$ cat src/rtl/imem_arbiter_pkg.sv
// Shared types and helpers for the instruction-memory arbiter: data widths, response owner
// encoding and the address checks used by both request ports.
package imem_arbiter_pkg;

  localparam int unsigned XLEN = 32;
  localparam int unsigned ILEN = 32;

  typedef enum logic [1:0] {
    OwnNone = 2'd0,
    OwnIf   = 2'd1,
    OwnDbg  = 2'd2
  } owner_e;

  // Word-address width for a byte-sized memory.
  function automatic int unsigned word_addr_width(input int unsigned mem_size);
    return $clog2(mem_size / 4);
  endfunction

  // Misaligned or out-of-range byte addresses never reach the RAM.
  function automatic logic addr_err(input logic [XLEN-1:0] addr, input int unsigned mem_size);
    return (addr[1:0] != 2'b00) || (addr >= XLEN'(mem_size));
  endfunction

endpackage

$ cat src/rtl/imem_arb_grant.sv
// Two-way grant for a shared single-port memory: fixed debug-over-fetch priority, or
// round-robin on conflicts when IMEM_ARB_RR_EN is defined.
module imem_arb_grant (
  input  logic clk,
  input  logic rst_n,
  input  logic req_if,
  input  logic req_dbg,
  output logic gnt_if,
  output logic gnt_dbg
);

`ifdef IMEM_ARB_RR_EN
  // Remembers which side won the most recent conflict; starts as if fetch had won.
  logic last_dbg_q, last_dbg_d;
  logic conflict;

  assign conflict = req_if & req_dbg;

  always_comb begin
    gnt_dbg    = req_dbg & (~req_if | ~last_dbg_q);
    gnt_if     = req_if & (~req_dbg | last_dbg_q);
    last_dbg_d = last_dbg_q;
    if (conflict) begin
      last_dbg_d = gnt_dbg;
    end
  end

  always_ff @(posedge clk or negedge rst_n) begin
    if (!rst_n) begin
      last_dbg_q <= 1'b0;
    end else begin
      last_dbg_q <= last_dbg_d;
    end
  end
`else
  logic unused_clk_rst;

  assign unused_clk_rst = clk ^ rst_n;

  always_comb begin
    gnt_dbg = req_dbg;
    gnt_if  = req_if & ~req_dbg;
  end
`endif

endmodule

$ cat src/rtl/imem_arbiter.sv
// Arbitrates the synchronous-read instruction RAM between fetch and the debug port, with a
// one-stage response pipeline. Define IMEM_ARB_RR_EN for round-robin conflict resolution.
module imem_arbiter
  import imem_arbiter_pkg::*;
#(
  parameter int unsigned  MEM_SIZE   = 8192,
  localparam int unsigned ADDR_WIDTH = word_addr_width(MEM_SIZE)
) (
  input  logic                  clk,
  input  logic                  rst_n,

  input  logic                  if_req_valid,
  output logic                  if_req_ready,
  input  logic [XLEN-1:0]       if_req_addr,
  output logic                  if_rsp_valid,
  output logic [ILEN-1:0]       if_rsp_inst,
  output logic                  if_rsp_err,

  input  logic                  dbg_req_valid,
  output logic                  dbg_req_ready,
  input  logic                  dbg_req_we,
  input  logic [XLEN-1:0]       dbg_req_addr,
  input  logic [31:0]           dbg_req_wdata,
  output logic                  dbg_rsp_valid,
  output logic [31:0]           dbg_rsp_rdata,
  output logic                  dbg_rsp_err,

  output logic                  mem_en,
  output logic                  mem_we,
  output logic [ADDR_WIDTH-1:0] mem_addr,
  output logic [31:0]           mem_wdata,
  input  logic [31:0]           mem_rdata
);

  logic   if_req, dbg_req;
  logic   gnt_if, gnt_dbg;
  logic   if_err, dbg_err;
  owner_e owner_d, owner_q;
  logic   err_d, err_q;
  logic   we_d, we_q;

  // Requests are masked while reset is held so ready and RAM strobes stay low.
  assign if_req  = if_req_valid & rst_n;
  assign dbg_req = dbg_req_valid & rst_n;
  assign if_err  = addr_err(if_req_addr, MEM_SIZE);
  assign dbg_err = addr_err(dbg_req_addr, MEM_SIZE);

  imem_arb_grant u_grant (
    .clk     (clk),
    .rst_n   (rst_n),
    .req_if  (if_req),
    .req_dbg (dbg_req),
    .gnt_if  (gnt_if),
    .gnt_dbg (gnt_dbg)
  );

  always_comb begin
    if_req_ready  = gnt_if;
    dbg_req_ready = gnt_dbg;
    mem_en        = 1'b0;
    mem_we        = 1'b0;
    mem_addr      = '0;
    mem_wdata     = '0;
    owner_d       = OwnNone;
    err_d         = 1'b0;
    we_d          = 1'b0;
    if (gnt_dbg) begin
      mem_en    = ~dbg_err;
      mem_we    = ~dbg_err & dbg_req_we;
      mem_addr  = dbg_req_addr[ADDR_WIDTH+1:2];
      mem_wdata = dbg_req_wdata;
      owner_d   = OwnDbg;
      err_d     = dbg_err;
      we_d      = dbg_req_we;
    end else if (gnt_if) begin
      mem_en   = ~if_err;
      mem_addr = if_req_addr[ADDR_WIDTH+1:2];
      owner_d  = OwnIf;
      err_d    = if_err;
    end
  end

  always_ff @(posedge clk or negedge rst_n) begin
    if (!rst_n) begin
      owner_q <= OwnNone;
      err_q   <= 1'b0;
      we_q    <= 1'b0;
    end else begin
      owner_q <= owner_d;
      err_q   <= err_d;
      we_q    <= we_d;
    end
  end

  // Data is only forwarded for good reads; everything else returns zero.
  always_comb begin
    if_rsp_valid  = (owner_q == OwnIf);
    if_rsp_err    = if_rsp_valid & err_q;
    if_rsp_inst   = '0;
    dbg_rsp_valid = (owner_q == OwnDbg);
    dbg_rsp_err   = dbg_rsp_valid & err_q;
    dbg_rsp_rdata = '0;
    if (if_rsp_valid && !err_q) begin
      if_rsp_inst = mem_rdata;
    end
    if (dbg_rsp_valid && !err_q && !we_q) begin
      dbg_rsp_rdata = mem_rdata;
    end
  end

endmodule

$ cat config.mk
export PLATFORM = sky130hd
export DESIGN_NAME = imem_arbiter
export DESIGN_NICKNAME = d
export VERILOG_FILES = /design/src/rtl/imem_arbiter_pkg.sv /design/src/rtl/imem_arb_grant.sv /design/src/rtl/imem_arbiter.sv
export SDC_FILE = /design/constraint.sdc
export NUM_CORES = 1
export LEC_CHECK = 0
export ABC_AREA = 1
export CORE_AREA = 2 2 95 97
export CTS_BUF_LIST = sky130_fd_sc_hd__clkbuf_8 sky130_fd_sc_hd__clkbuf_16
export CTS_CLUSTER_SIZE = 25
export DETAILED_ROUTE_END_ITERATION = 16
export DIE_AREA = 0 0 97 99
export PLACE_DENSITY = 0.63
export REMOVE_ABC_BUFFERS = 1
export SYNTH_ARGS = -nofsm -noshare
export SYNTH_HDL_FRONTEND = slang
export SYNTH_SLANG_ARGS = --single-unit
$ cat constraint.sdc
create_clock -name clk -period 2 [get_ports clk]
set_clock_uncertainty 0.2 [all_clocks]
set_input_delay 0.6 -clock clk [delete_from_list [all_inputs] [get_ports clk]]
set_output_delay 0.6 -clock clk [all_outputs]
set_load 0.03 [all_outputs]
# --- Word level (Yosys, flattened, before mapping) ---
# Index checks and enable logic that the tools add are counted.
word_totals:
  reg_bits: 4
  latch_bits: 0
  mem_bits_rw: 0
  romBits: 0
  inputBits: 133
  wordCells: 38
  n_memories: 0
classes:
  n_addsub: 0
  n_mul: 0
  n_div: 0
  order_cmp: 2
  eq_ne: 2
  shifts: 0
  n_mux: 13
  n_bitwise: 9
  reduce_logical: 9
op_table:
  columns: ["cell", "n"]
  rows:
  - ["32-bit two-way mux", 3]
  - ["32-bit by 14-bit greater-or-equal comparator with 1-bit output (second input constant)", 2]
  - ["11-bit two-way mux", 2]
  - ["1-bit two-way mux", 7]
  - ["1-bit AND", 6]
  - ["2-bit nonzero test", 2]
  - ["1-bit logical AND", 3]
  - ["1-bit NOT", 3]
  - ["2-bit by 1-bit equality test with 1-bit output (second input constant)", 1]
  - ["2-bit equality test (second input constant)", 1]
  - ["1-bit zero test", 2]
  - ["1-bit logical OR", 2]
  - ["2-bit two-way mux", 1]

# --- Longest topological paths before layout ---
# Gate-level depths: netlist of run 1.
depth:
  word_depth: 5
  mapped_depth: 6

# --- Modules after synthesis ---
# A second synthesis of run 1 with hierarchy kept.
unflattened:
  cells_unflattened: 257
  hier_area_um2: 1217.4
by_module_without_submodules:
  columns: ["mod", "n_inst", "cells_each", "area_each_um2"]
  rows:
  - ["imem_arbiter", 1, 254, 1199.9]
  - ["imem_arb_grant", 1, 3, 17.5]

# --- Worst setup path after synthesis of run 1 ---
# Ideal clock, no wire load.
synth_timing:
  path_type: "flip-flop to output port"
  startpoint: "register owner_q[1]"
  endpoint: "output port if_rsp_inst[10]"
  arrival_ps: 1645
  t_required_ps: 1200
  setup_slack_ps: -445
  stages_incl_launch_ff: 5
  cell_sequence: "dfrtp_1 nor2_1 nand2_1 buf_2 nor2_1"
synth_via:
  elab_chain_cells: 3
synth_rtl:
  columns: ["item", "line_no", "rtl"]
  rows:
  - ["start: declaration", "imem_arbiter.sv:38", "owner_e owner_d, owner_q;"]
  - ["start signal: assignment", "imem_arbiter.sv:85", "owner_q <= OwnNone;"]
  - ["start signal: assignment", "imem_arbiter.sv:89", "owner_q <= owner_d;"]
  - ["2-bit by 1-bit equality test with 1-bit output", "imem_arbiter.sv:97", "if_rsp_valid = (owner_q == OwnIf);"]
  - ["named net if_rsp_valid", "imem_arbiter.sv:15", "output logic if_rsp_valid,"]
  - ["1-bit logical AND", "imem_arbiter.sv:103", "if (if_rsp_valid && !err_q) begin"]
  - ["32-bit two-way mux", "imem_arbiter.sv:103", null]
  - ["end: declaration", "imem_arbiter.sv:16", "output logic [ILEN-1:0] if_rsp_inst,"]
# The timed path passes the listed nets, and every way through them passes these cells.

# --- Worst setup path after layout of run 1 ---
layout_timing:
  startpoint: "input port dbg_req_addr[0]"
  endpoint: "output port mem_we"
layout_via:
  elab_chain_cells: 5
  word_cells_on_any_way: 6
  cone_classes: "order compare: 1; mux: 1; bitwise: 2; reduce/logical: 2"
layout_rtl:
  columns: ["item", "line_no", "rtl"]
  rows:
  - ["start: declaration", "imem_arbiter.sv:22", "input logic [XLEN-1:0] dbg_req_addr,"]
  - ["32-bit by 14-bit greater-or-equal comparator with 1-bit output / 2-bit nonzero test (equally long branches)", "imem_arbiter_pkg.sv:21", "return (addr[1:0] != 2'b00) || (addr >= XLEN'(mem_size));"]
  - ["1-bit logical OR (*)", "imem_arbiter_pkg.sv:21", null]
  - ["1-bit NOT (*)", "imem_arbiter.sv:69", "mem_we = ~dbg_err & dbg_req_we;"]
  - ["1-bit AND (*)", "imem_arbiter.sv:69", null]
  - ["1-bit two-way mux (*)", "imem_arbiter.sv:67", "if (gnt_dbg) begin"]
  - ["end: declaration", "imem_arbiter.sv:29", "output logic mem_we,"]
# Every way passes the cells marked *; elsewhere a longest branch is shown, timed or not.

==> results of run 1 <==
timing repair:
| item | 4_1_cts | 5_1_grt |
|---|---|---|
| cloned | 7 | 0 |
| setup buffers | 25 | 14 |
| endpoints found under the setup margin | 111 | 114 |
| hold endpoints to repair | 0 | 0 |
| pin swaps | 94 | 119 |
| resized for setup | 370 | 205 |
cell type report:
type                            count  area (sq um)
Sequential cell                     4           100
Inverter                           71           277
Timing Repair Buffer              298          3230
Multi-Input combinational cell    163          1550
Antenna cell                        3          7.51
Clock buffer                        3          41.3
Tap cell                          108           135
Fill cell                         671          3220
power groups by stage:
stage          clock network, mW  registers, mW  logic [mW]
2_1_floorplan                  0         0.0884       0.290
3_3_place_gp                   0         0.0889       0.745
3_5_place_dp                   0         0.0888       0.750
4_1_cts                    0.174         0.0905       0.917
5_1_grt                    0.187         0.0910        1.08
6_report                   0.171         0.0905        1.02
stage by stage:
stage	utilization [%]	hold WS (ns)	setup TNS (ns)
after CTS	56.2	0.0627	-17.95
after floorplan	-	0.104	-56.85
after detailed placement	42.4	0.752	-39.30
final	62.4	0.0808	-15.01
after global placement	42.4	0.753	-38.78
after global routing	62.4	0.0802	-19.97
flip-flops by register name, summed over array words and instances, names as in the netlist:
name     cells
we_q         1
err_q        1
owner_q      2
worst max-delay path: cells and delay by family:
family	cells	cell delay, ns
buffers and inverters	2	0.26
and+or+nand+nor	4	0.61
layer usage:
| metal | vias to the layer above | part of all wire, % | track usage (%) |
|---|---|---|---|
| met5 | - | 0 | 0 |
| met4 | 0 | 2.2 | 5.74 |
| met3 | 18 | 8.3 | 4.61 |
| met2 | 171 | 58 | 39.6 |
| met1 | 1220 | 31 | 18.1 |
| li1 | 1288 | - | - |
kinds of logic after synthesis:
kind of cell           count (synthesis)  synth area share (%)
AOI/OAI and AO/OA                     11                  8.57
and+or+nand+nor                      152                  52.9
DFF                                    4                  8.91
buffers and inverters                 82                  29.6
final timing paths:
path                       depth (start not counted)              endpoint             from  slack (ns)
max                                                6                mem_we  dbg_req_addr[0]       -0.27
min                                                2  owner_q[1]$_DFF_PN0_            rst_n        0.08
max in group asynchronous                          2        we_q$_DFF_PN0_            rst_n        1.42
min in group clk                                   4  owner_q[1]$_DFF_PN0_    dbg_req_valid        0.53
synthesized netlist by cell type (all sizes together):
cell type	number	area, sq um
nand3	2	10.0
nor2	126	480
or2	2	12.5
nand2	19	73.8
a22o	11	96.3
buf	11	63.8
dfrtp	4	100
nor3	1	5.00
nand4	2	12.5
inv	71	269
==> results.md, run 1 <==
- Most frequent cells in the layout: 114 x buf_6, 102 x nor2_4, 53 x inv_1
- Reported net switching power: roughly 0.57 mW
- CTS tree: yes
- Total power: 1.29 mW
- Critical path's slowest cell: or2_4
- Placed inst area: between 0.003 and 0.004 sq mm
- Placed insts: between 600 and 700
- Drt pass-1 iters: 4
- Die width: roughly 97 um
- Clock share of power: approximately an eighth
- Pleak: about 2.7 nW
- Syn avg cell area: 4.51 sq um
- Part of the power in registers: about 7%
- Post-DP HPWL: around 6700 um
- Fin cells: 650
- CP Max Fanout: 2
- Fmax: 441 MHz
- Share of layout cells above drive strength 1: just over 60%
- Drc violations: 0
- Final setup violation count: 110
- Num CTS Buffers: 3
- Final hold violations: 0
- Cts hold-fix bufs: 0
- Crit-path cells: buf_6, or2_4, nor2_4, nand4_1, nor2_1, buf_4
- Max Cap Viol: 0
- Layout overhead on the synthesized area: 375%
- Total GRT Usage: between 10% and 20%
- Gate power share: approximately 80%
- Via count: about 2,700
- Clock slew at reported path FFs: ~0.030 ns
- Number of port buffers: approximately 250
- Hold Path Class: in -> async
- Delay of the slowest critical-path stage: approximately 0.24 ns
- Slew HR: a little under nine tenths
- Pwr Density: roughly 240 mW/mm^2
- Place WS: -0.684 ns
- Critical Path AT: ~1.5 ns
- Initial antenna violation count: 4
- Die height: approximately 99 um
- Total wire length: ~10,000 um
- Die area: approximately 0.0096 sq mm
- Seq/Total Area, Yosys: under 10%
- Max Slew Vio Count: 0
- Worst slew pin tran: 0.222 ns
- Routability cong.: between 0.8 and 0.9
- WS Path Type: in -> out
- Failing checks: negative setup slack
- H-tree lvl count: 1
- Average wire per standard cell: 15.7 um
- Most common cell after layout, fill and taps aside: buf_6
- Gr ovfl total: 0
- Switch share: around 44%
- Routed Antenna Nets: 0
- Post-Syn Area: between 0.001 and 0.0015 sq mm
- Deepest clock path buffer count: 2
- Outcome: finished with violations
- Finished Cell Area: about 0.0053 sq mm
- Critical Path RT: approximately 1.2 ns
- Fin worst setup slack: -0.270 ns
- Crit. End Element: output pin
- Root buf cell: clkbuf_8
- # rows: 34
- Pint: between 0.7 and 0.8 mW
- RSZ-0062 raised after global routing: yes
- First-pass GRT wire length: around 15,000 um
- Flops & latches, synth: 4
- Top Ports: 248
- Nets: 674
- Routed vias/inst: 4.15
- Tcrit/Tclk final: 113%
- VDD IR-drop max: between 0.1 and 0.15 mV
- Synth Instances: about 250
- Core area: between 0.008 and 0.009 sq mm
- Largest net degree at the start of global routing: 15
- Number of global-route vias before repair: 2,885
- Fin crit period: 2.27 ns
- Count of different cell masters after synthesis: 15
- Worst setup SP type: input port
- Yosys warns: 0
- 1st-iter DRT viols: 79
- Starting density of the core: 13.1%
- Clock sink count: 4
(Power assumes the default switching activity.)
==> run 2, diff against run 1 <==
CTS_CLUSTER_DIAMETER = 60   (was unset)
==> results of run 2 <==
Same layout as run 1: the final DEF is identical, and so are final timing and power.
==> edit 1, RTL diff (flow settings as in run 1) <==
`MEM_SIZE`: 8192 -> 32768.
--- a/src/rtl/imem_arbiter.sv
+++ b/src/rtl/imem_arbiter.sv
@@ -4,5 +4,5 @@
   import imem_arbiter_pkg::*;
 #(
-  parameter int unsigned  MEM_SIZE   = 8192,
+  parameter int unsigned  MEM_SIZE   = 32768,
   localparam int unsigned ADDR_WIDTH = word_addr_width(MEM_SIZE)
 ) (
Interface: changed (resized mem_addr); port bits go from 248 to 250. The function was not compared with the original's and may differ.
==> edit 1 against run 1 <==
The run still ends with negative setup slack left; synthesized area is 0.33% higher; cell area is 1.9% lower; power is 0.21% lower; worst setup slack better by 0.0084 ns; synthesized cell count is 0.80% lower; non-clock buffer count is 1 lower; sequential cell count stayed put; wire length is 0.44% higher; largest power group unchanged.
==> edit 1: results <==
export IMPL_p_seq_mw=0.0915
export IMPL_cpMaxStageDelayCell="a22o_1"
export IMPL_ir_drop_v=0.000138
export IMPL_htreeDepth=1
export IMPL_slowest_delay_ns=0.24
export IMPL_holdWs_ns=0.0854
export IMPL_via_per_inst=4.13
export IMPL_setup_violations_final=113
export IMPL_met1_usage=0.205
export IMPL_grt_pass1_wl_mm=16.1
export IMPL_seq_area_frac_synth=0.0888
export IMPL_power_leakage_nw=2.64
export IMPL_layout_drive_gt1_share=0.657
export IMPL_holdCritPathClass="primary input to async pin"
export IMPL_antenna_found_initial=2
export IMPL_dp_slack_ns=-0.707
export IMPL_netSwitchingFraction=0.443
export IMPL_use_met2=0.447
export IMPL_nFillCells=703
export IMPL_synth_compound_area_frac=0.101
export IMPL_max_slew_margin=0.858
export IMPL_layout_nets=671
export IMPL_synthCells=247
export IMPL_drt_iter0_markers=38
export IMPL_setup_tns_ns=-13.23
export IMPL_top_power_group="combinational logic"
export IMPL_port_buffers=249
export IMPL_wl_per_cell_um=15.9
export IMPL_grt_pass1_vias=3044
export IMPL_place_inst=606
export IMPL_critPathLaunch="rst_n"
export IMPL_violations="negative setup slack"
export IMPL_synth_top_cells_by_area="nor2_1, inv_1, a22o_1"
export IMPL_yosys_warnings=0
export IMPL_met3_usage=0.0369
export IMPL_power_density_nw_per_um2=245
export IMPL_vias=2666
export IMPL_grt_usage=0.210
export IMPL_worst_slack_ns=-0.261
export IMPL_placed_area_um2=3570
export IMPL_ctsRootBufferMaster="clkbuf_8"
export IMPL_gp_congestion=0.815
export IMPL_clkTransAtPathRegs_ns=0.03
export IMPL_dp_hpwl_mm=6.25
export IMPL_critPathMaxFanout=8
export IMPL_synth_cell_types=16
export IMPL_ys_top_cells_by_count="nor2_1, inv_1, nand2_1"
export IMPL_grt_max_degree=9
export IMPL_status="complete, but fails checks"
export IMPL_p_comb_frac=0.801
-- edit 1: changes by cell type after synthesis --
cell	run 1	this run
clkbuf_1	0	1
buf_2	6	7
nor2_1	125	123
and2_0	0	2
nand2_1	18	16
a22o_1	11	13
or2_2	2	0
buf_1	3	1
-- edit 1: cell type report --
class / instances / area [um2] / area share
Tap cell: 108 / 135 / 0.0258
Inverter: 71 / 272 / 0.0519
Multi-Input combinational cell: 161 / 1520 / 0.290
Timing Repair Buffer: 297 / 3160 / 0.604
Sequential cell: 4 / 101 / 0.0194
Antenna cell: 2 / 5.00 / 0.000956
Clock buffer: 3 / 41.3 / 0.00789
-- edit 1: critical path, delay by kind of cell --
kind / cells / cell delay (ns)
buffers and inverters: 5 / 0.55
AND/OR/NAND/NOR: 1 / 0.06
AO/OA/AOI/OAI: 1 / 0.24
-- edit 1: what timing repair did --
item / in CTS / in global routing
resized for setup: 509 / 72
buffers inserted: 34 / 5
gates cloned: 11 / 0
pin swaps: 98 / 78
endpoints found under the setup margin: 113 / 116
-- edit 1: per-layer routing --
layer | part of all wire | up-vias
met3 | 0.058 | 11
li1 | - | 1281
met2 | 0.60 | 151
met1 | 0.32 | 1223
met4 | 0.021 | 0
met5 | 0 | -
-- edit 1: worst max path at each step --
stage                                end  slack [ns]  depth (start not counted)
after CTS                         mem_we       -0.30                          7
after detailed placement     mem_addr[4]       -0.71                          7
after floorplan           if_rsp_inst[0]       -0.79                          3
final                        mem_addr[4]       -0.26                          7
after global routing              mem_we       -0.31                          7
after global placement       mem_addr[8]       -0.66                          7
-- edit 1: kinds of logic after synthesis --
group,count (synthesis)
compound gates,13
simple gates,148
buf+inv,82
flops,4
==> edit 2, RTL diff (settings of run 1) <==
Made on the original files. Encoding of `owner_e`: now one-hot (3 bits for 3 values).
--- a/src/rtl/imem_arbiter_pkg.sv
+++ b/src/rtl/imem_arbiter_pkg.sv
@@ -6,8 +6,8 @@
   localparam int unsigned ILEN = 32;
 
-  typedef enum logic [1:0] {
-    OwnNone = 2'd0,
-    OwnIf   = 2'd1,
-    OwnDbg  = 2'd2
+  typedef enum logic [2:0] {
+    OwnNone = 3'b001,
+    OwnIf   = 3'b010,
+    OwnDbg  = 3'b100
   } owner_e;
 
Behaviour: same outputs for any inputs over 10 cycles, from zero or initial values and one cycle with rst_n low; not proved beyond that.
==> edit 2 against run 1 <==
The run still ends with negative setup slack left; via count is 1.1% higher; combinational power is 22% lower; synthesized area up 8.7%; wire length decreased by 4.4%; sequential share of layout area up 0.60 points; worst setup slack worse by 0.0095 ns; cell area shrank 4.5%; maximum frequency down 0.41%; sequential cell count increased by 1; power shrank 16%; critical endpoint is now if_rsp_inst[27].
==> edit 2: results <==
export IMPL_seq_area_frac_synth=0.103
export IMPL_synth_top_cells_by_area="nor2_1, inv_1, dfrtp_1"
export IMPL_synthCells=252
export IMPL_route_met3_wl_um=786
export IMPL_seq_cells=5
export IMPL_wl_met1_mm=3.14
export IMPL_nFillCells=715
export IMPL_violations="negative setup slack"
export IMPL_dp_slack_ns=-0.704
export IMPL_clkCellAreaFrac=0.00884
export IMPL_antenna_found_initial=0
export IMPL_status="complete, but fails checks"
export IMPL_setup_violations_final=113
export IMPL_drt_iter0_markers=13
export IMPL_p_comb_frac=0.730
export IMPL_cp_top_family="buffers and inverters"
export IMPL_worst_slack_ns=-0.279
export IMPL_power_total_mw=1.09
export IMPL_grt_usage=0.174
export IMPL_grt_pass1_wl_mm=13.5
export IMPL_grt_pass1_vias=2768
export IMPL_gp_congestion=0.861
export IMPL_vias=2726
export IMPL_dp_hpwl_mm=6.51
export IMPL_p_int_mw=0.637
export IMPL_diodes=0
export IMPL_nonClockBufferCount=303
==> edit 2: kinds of logic after synthesis <==
| family | after synthesis | share of synthesized area |
|---|---|---|
| and+or+nand+nor | 153 | 0.515 |
| buffers and inverters | 82 | 0.298 |
| AOI/OAI and AO/OA | 12 | 0.0830 |
| DFF | 5 | 0.103 |
==> edit 2: per-layer routing <==
metal | global-route usage | vias to the layer above
met1 | 0.163 | 1208
met4 | 0.0574 | 0
met5 | 0 | -
met2 | 0.362 | 178
li1 | - | 1313
met3 | 0.0426 | 27
==> edit 2: worst paths after layout <==
check                               from               to  cells past startpoint
min in group clk            if_req_valid       owner_q[0]                      2
worst max-delay path       mem_rdata[27]  if_rsp_inst[27]                      4
worst min-delay path               rst_n       owner_q[2]                      2
max in group asynchronous          rst_n       owner_q[0]                      2
